## src/rtl/fifo_pkg.sv

```systemverilog
// fifo_pkg: shared state encoding and default word width for the FIFO read adapter
package fifo_pkg;

    localparam int DEFAULT_WIDTH = 8;

    typedef enum logic [2:0] {
        S_EMPTY = 3'b001,
        S_ONE   = 3'b010,
        S_TWO   = 3'b100
    } state_t;

endpackage

```

## src/rtl/fifo_stream_reader.sv

```systemverilog
// fifo_stream_reader: synchronous_fifo flag/head interface to valid/ready stream via 2-entry skid buffer
// Optional accepted-word counter enabled by defining FIFO_READER_COUNT_EN.
module fifo_stream_reader
    import fifo_pkg::*;
#(
    parameter int WIDTH = DEFAULT_WIDTH
) (
    input  logic             CLK,
    input  logic             reset,
    input  logic             fifo_is_empty,
    input  logic [WIDTH-1:0] fifo_data,
    output logic             fifo_dequeue_request,
    output logic             out_valid,
    input  logic             out_ready,
    output logic [WIDTH-1:0] out_data,
    output logic [15:0]      out_count
);

    state_t           r_state;
    logic             r_valid;
    logic             r_deq;
    logic [WIDTH-1:0] r_h;
    logic [WIDTH-1:0] r_t;
    logic             w_capture;
    logic             w_drain;

    assign w_capture            = r_deq & ~fifo_is_empty;
    assign w_drain              = r_valid & out_ready;
    assign fifo_dequeue_request = r_deq;
    assign out_valid            = r_valid;
    assign out_data             = r_h;

    // skid-buffer FSM; valid/dequeue are registered alongside the next state
    always_ff @(posedge CLK) begin
        if (reset) begin
            r_state <= S_EMPTY;
            r_valid <= 1'b0;
            r_deq   <= 1'b1;
        end else begin
            case (r_state)
                S_EMPTY: begin
                    if (w_capture) begin
                        r_h     <= fifo_data;
                        r_state <= S_ONE;
                        r_valid <= 1'b1;
                    end
                end
                S_ONE: begin
                    if (w_capture && w_drain) begin
                        r_h <= fifo_data;
                    end else if (w_capture) begin
                        r_t     <= fifo_data;
                        r_state <= S_TWO;
                        r_deq   <= 1'b0;
                    end else if (w_drain) begin
                        r_state <= S_EMPTY;
                        r_valid <= 1'b0;
                    end
                end
                S_TWO: begin
                    if (w_drain) begin
                        r_h     <= r_t;
                        r_state <= S_ONE;
                        r_deq   <= 1'b1;
                    end
                end
                default: begin
                    r_state <= S_EMPTY;
                    r_valid <= 1'b0;
                    r_deq   <= 1'b1;
                end
            endcase
        end
    end

`ifdef FIFO_READER_COUNT_EN
    logic [15:0] r_count;

    assign out_count = r_count;

    // saturating count of words accepted downstream
    always_ff @(posedge CLK) begin
        if (reset) r_count <= '0;
        else if (w_drain && r_count != 16'hFFFF) r_count <= r_count + 16'd1;
    end
`else
    assign out_count = '0;
`endif

endmodule

```

## config.mk

```make
export PLATFORM = sky130hd
export DESIGN_NAME = fifo_stream_reader
export DESIGN_NICKNAME = d
export VERILOG_FILES = /design/src/rtl/fifo_pkg.sv /design/src/rtl/fifo_stream_reader.sv
export SDC_FILE = /design/constraint.sdc
export NUM_CORES = 1
export LEC_CHECK = 0
export CAP_MARGIN = 30
export CORE_ASPECT_RATIO = 1.1
export CORE_MARGIN = 5
export CORE_UTILIZATION = 43
export CTS_CLUSTER_SIZE = 24
export DETAILED_ROUTE_END_ITERATION = 7
export PLACE_DENSITY = 0.76
export REMOVE_ABC_BUFFERS = 1
export SYNTH_ARGS = -nofsm -noshare
export SYNTH_HDL_FRONTEND = slang
export SYNTH_SLANG_ARGS = --single-unit
```

## constraint.sdc

```tcl
create_clock -name CLK -period 2.3 [get_ports CLK]
set_input_delay 0.23 -clock CLK [delete_from_list [all_inputs] [get_ports CLK]]
set_output_delay 0.23 -clock CLK [all_outputs]
set_load 0.01 [all_outputs]
```

==> flow_metrics.env <==
export IMPL_finalHoldViolations=0
export IMPL_ios=38
export IMPL_cts_resized=0
export IMPL_worst_slack_ns=0.5206
export IMPL_drt_initial_drc_count=16
export IMPL_crit_buf_inv=1
export IMPL_hold_depth=1
export IMPL_die_w_um=56.46
export IMPL_min_from="fifo_data[7]"
export IMPL_core_um2=2252
export IMPL_grt_pass1_vias=603
export IMPL_netlist_area_um2=1021
export IMPL_rsz0062_at_grt="no"
export IMPL_drt_total_wl_um=1680
export IMPL_overflow=0
export IMPL_area_delta_synth_final_pct=21.20
export IMPL_final_cell_mix="21 x clkdlybuf4s50_1, 16 x conb_1, 16 x edfxtp_1"
export IMPL_cts_buffers=3
export IMPL_clk_pin_slew_worst_paths_ns=0.12
export IMPL_drive_gt1_share_pct=19.05
export IMPL_cts_num_sinks=21
export IMPL_antenna_found_initial=0
export IMPL_holdPathEnd="r_t[7]"
export IMPL_grt_max_degree=13
export IMPL_drv_cap=0
export IMPL_cts_max_level=1
export IMPL_die_area_um2=3450
export IMPL_fmax_mhz=562.0
export IMPL_irDropWorstVdd_mv=0.3130
export IMPL_min_period_ns=1.779
export IMPL_cp_arrival_ns=1.80
export IMPL_tritoncts="done"
export IMPL_ys_types=29
export IMPL_n_fill_cell=213
export IMPL_power_per_cell_area_nw_per_um2=588.6
export IMPL_root_buffer="clkbuf_4"
export IMPL_reg2reg_slack_ns=0.52
export IMPL_max_stage_delay_ns=0.51
export IMPL_io_buffers=21
export IMPL_end_kind="flop"
export IMPL_drtAntennaViolNets=0
export IMPL_finalNetCount=118
export IMPL_worstReg2RegEnd="out_data[6]"
export IMPL_antennaDiodeCount=0
export IMPL_hold_buffers=0
export IMPL_syn_inst=81
export IMPL_final_max_slew_violation_count=0
export IMPL_core_rowCount=18
export IMPL_yosys_warnings=0
export IMPL_gp_congestion=0.8572
export IMPL_dpl_cell_area_um2=1210
export IMPL_regToRegStartpoint="r_state[1]"
export IMPL_synth_seq_cells=21
export IMPL_hpwl_um=1257
export IMPL_final_setup_tns_ns=0
export IMPL_layout_commonest_cell="clkdlybuf4s50_1"
export IMPL_design_area_um2=1237
export IMPL_worstPathRequired_ns=2.32
export IMPL_viasPerCell=4.711
export IMPL_r2r_worst_path_cells=5
export IMPL_path_delay_family="simple AND/OR/NAND/NOR gates"
export IMPL_grt_util_all_layers_pct=10.54
export IMPL_die_height_um=61.11
export IMPL_yosysSeqAreaShare_pct=56.86
export IMPL_dr_pass1_iters=4
export IMPL_critical_path_class="flop to flop"
export IMPL_setup_violations=0
export IMPL_pre_cts_ws_ns=0.3525
export IMPL_post_cts_buffers=0
export IMPL_finClkSkew_ns=0.009012
export IMPL_cts_max_path_buffers=2
export IMPL_drc=0
export IMPL_syn_area_per_cell_um2=12.60
export IMPL_clk_latency_ns=0.31
export IMPL_fin_crit_sh_pct=77.37
export IMPL_hp_class="input port to flop"
export IMPL_crit_chain="or3b_4, nor2_1, nand2_1, a31oi_1, buf_4"
export IMPL_power_leakage_nw=0.4496
export IMPL_grt_pass1_wl_um=2725
export IMPL_start_util_pct=45.33
export IMPL_p_total_mw=0.7284
export IMPL_wire_per_inst_um=12.44
export IMPL_vias=636
export IMPL_worstPathMaxFanout=9
export IMPL_cp_slowest_cell="dfxtp_1"
export IMPL_hold_worst_slack_ns=0.4947
export IMPL_cp_start_kind="flop"
export IMPL_status="complete, no violations"
[registers in the layout, summed over array words and instances (netlist names)]
register              flops
fifo_dequeue_request      1
r_t                       8
out_data                  8
out_valid                 1
r_state                   3
[synth_stat cells]
cell type  instances  area share (%)
o31ai_1            2             1.5
mux2_2             8             8.8
nor2_2             1            0.61
o21a_1             1            0.74
a31oi_1            2             1.2
or3_1              1            0.61
buf_4             16              12
nand2b_2           1            0.86
o21ai_2            1            0.86
a21oi_4            1             1.6
nor2_1             3             1.1
or3b_4             1             1.1
nand3_1            1            0.49
o21ai_0            2            0.98
inv_1              1            0.37
and2_1             1            0.61
dfxtp_1            5             9.8
nand2_1            2            0.74
buf_6              1             1.1
o2bb2ai_1          1            0.86
a21oi_1            2            0.98
conb_1             1            0.37
nor2b_1            2             1.2
nor4_1             2             1.2
buf_2              1            0.49
edfxtp_1          16              47
and2b_1            1            0.74
nand2b_1           2             1.2
nor3_1             2            0.98
[stage by stage]
stage / utilization, % / std cells
2_1_floorplan: - / 78
3_3_place_gp: 53.72 / 131
3_5_place_dp: 53.72 / 131
4_1_cts: 54.94 / 135
5_1_grt: 54.94 / 135
6_report: 54.94 / 135
[metal layers]
layer | routed length, um | vias up | global-route usage [%]
met3 | 135 | 3 | 3.354
met2 | 718 | 30 | 15.84
met4 | 28 | 0 | 6.102
li1 | - | 311 | -
met5 | 0 | - | 0
met1 | 797 | 292 | 13.52
[power by group]
group          total [mW]  switching (mW)  internal, mW  leakage [nW]
clock               0.176           0.111        0.0649        0.0177
sequential          0.436          0.0111         0.425         0.187
combinational       0.117          0.0573        0.0593         0.245
total               0.728           0.179         0.549         0.450
[layout make-up]
type,count,area (um2),area share (%)
tap,30,37.54,3.033
inverter,1,3.754,0.3033
sequential,21,580.6,46.92
clock inverter,1,5.005,0.4044
multi-input combinational,56,362.8,29.32
timing repair buffer,23,225.2,18.20
clock buffer,3,22.52,1.820
[how the worst max path moves through the flow]
| stage | startpoint | to | slack [ns] | cells after the start |
|---|---|---|---|---|
| global placement | fifo_is_empty | out_data[5] | 0.38 | 5 |
| finish | r_state[1] | out_data[6] | 0.52 | 5 |
| global route | r_state[0] | out_data[1] | 0.36 | 5 |
| detailed placement | fifo_is_empty | out_data[7] | 0.35 | 5 |
| floorplan | r_state[1] | r_t[0] | 0.22 | 2 |
| CTS | r_state[0] | out_data[6] | 0.50 | 5 |
[cell families after synthesis]
kind of cell    count (synthesis)  share of synthesized area [%]
simple gates                   20                          11.52
flops                          21                          56.86
compound gates                 12                          8.701
other cells                     1                         0.3673
buf+inv                        19                          13.73
mux                             8                          8.824
[worst reg2reg max path, cell delays in order, from the launching register on]
cell,delay [ns]
dfxtp_1,0.51
or3b_4,0.47
nor2_1,0.11
nand2_1,0.06
a31oi_1,0.17
buf_4,0.19
(Power assumes the default switching activity.)
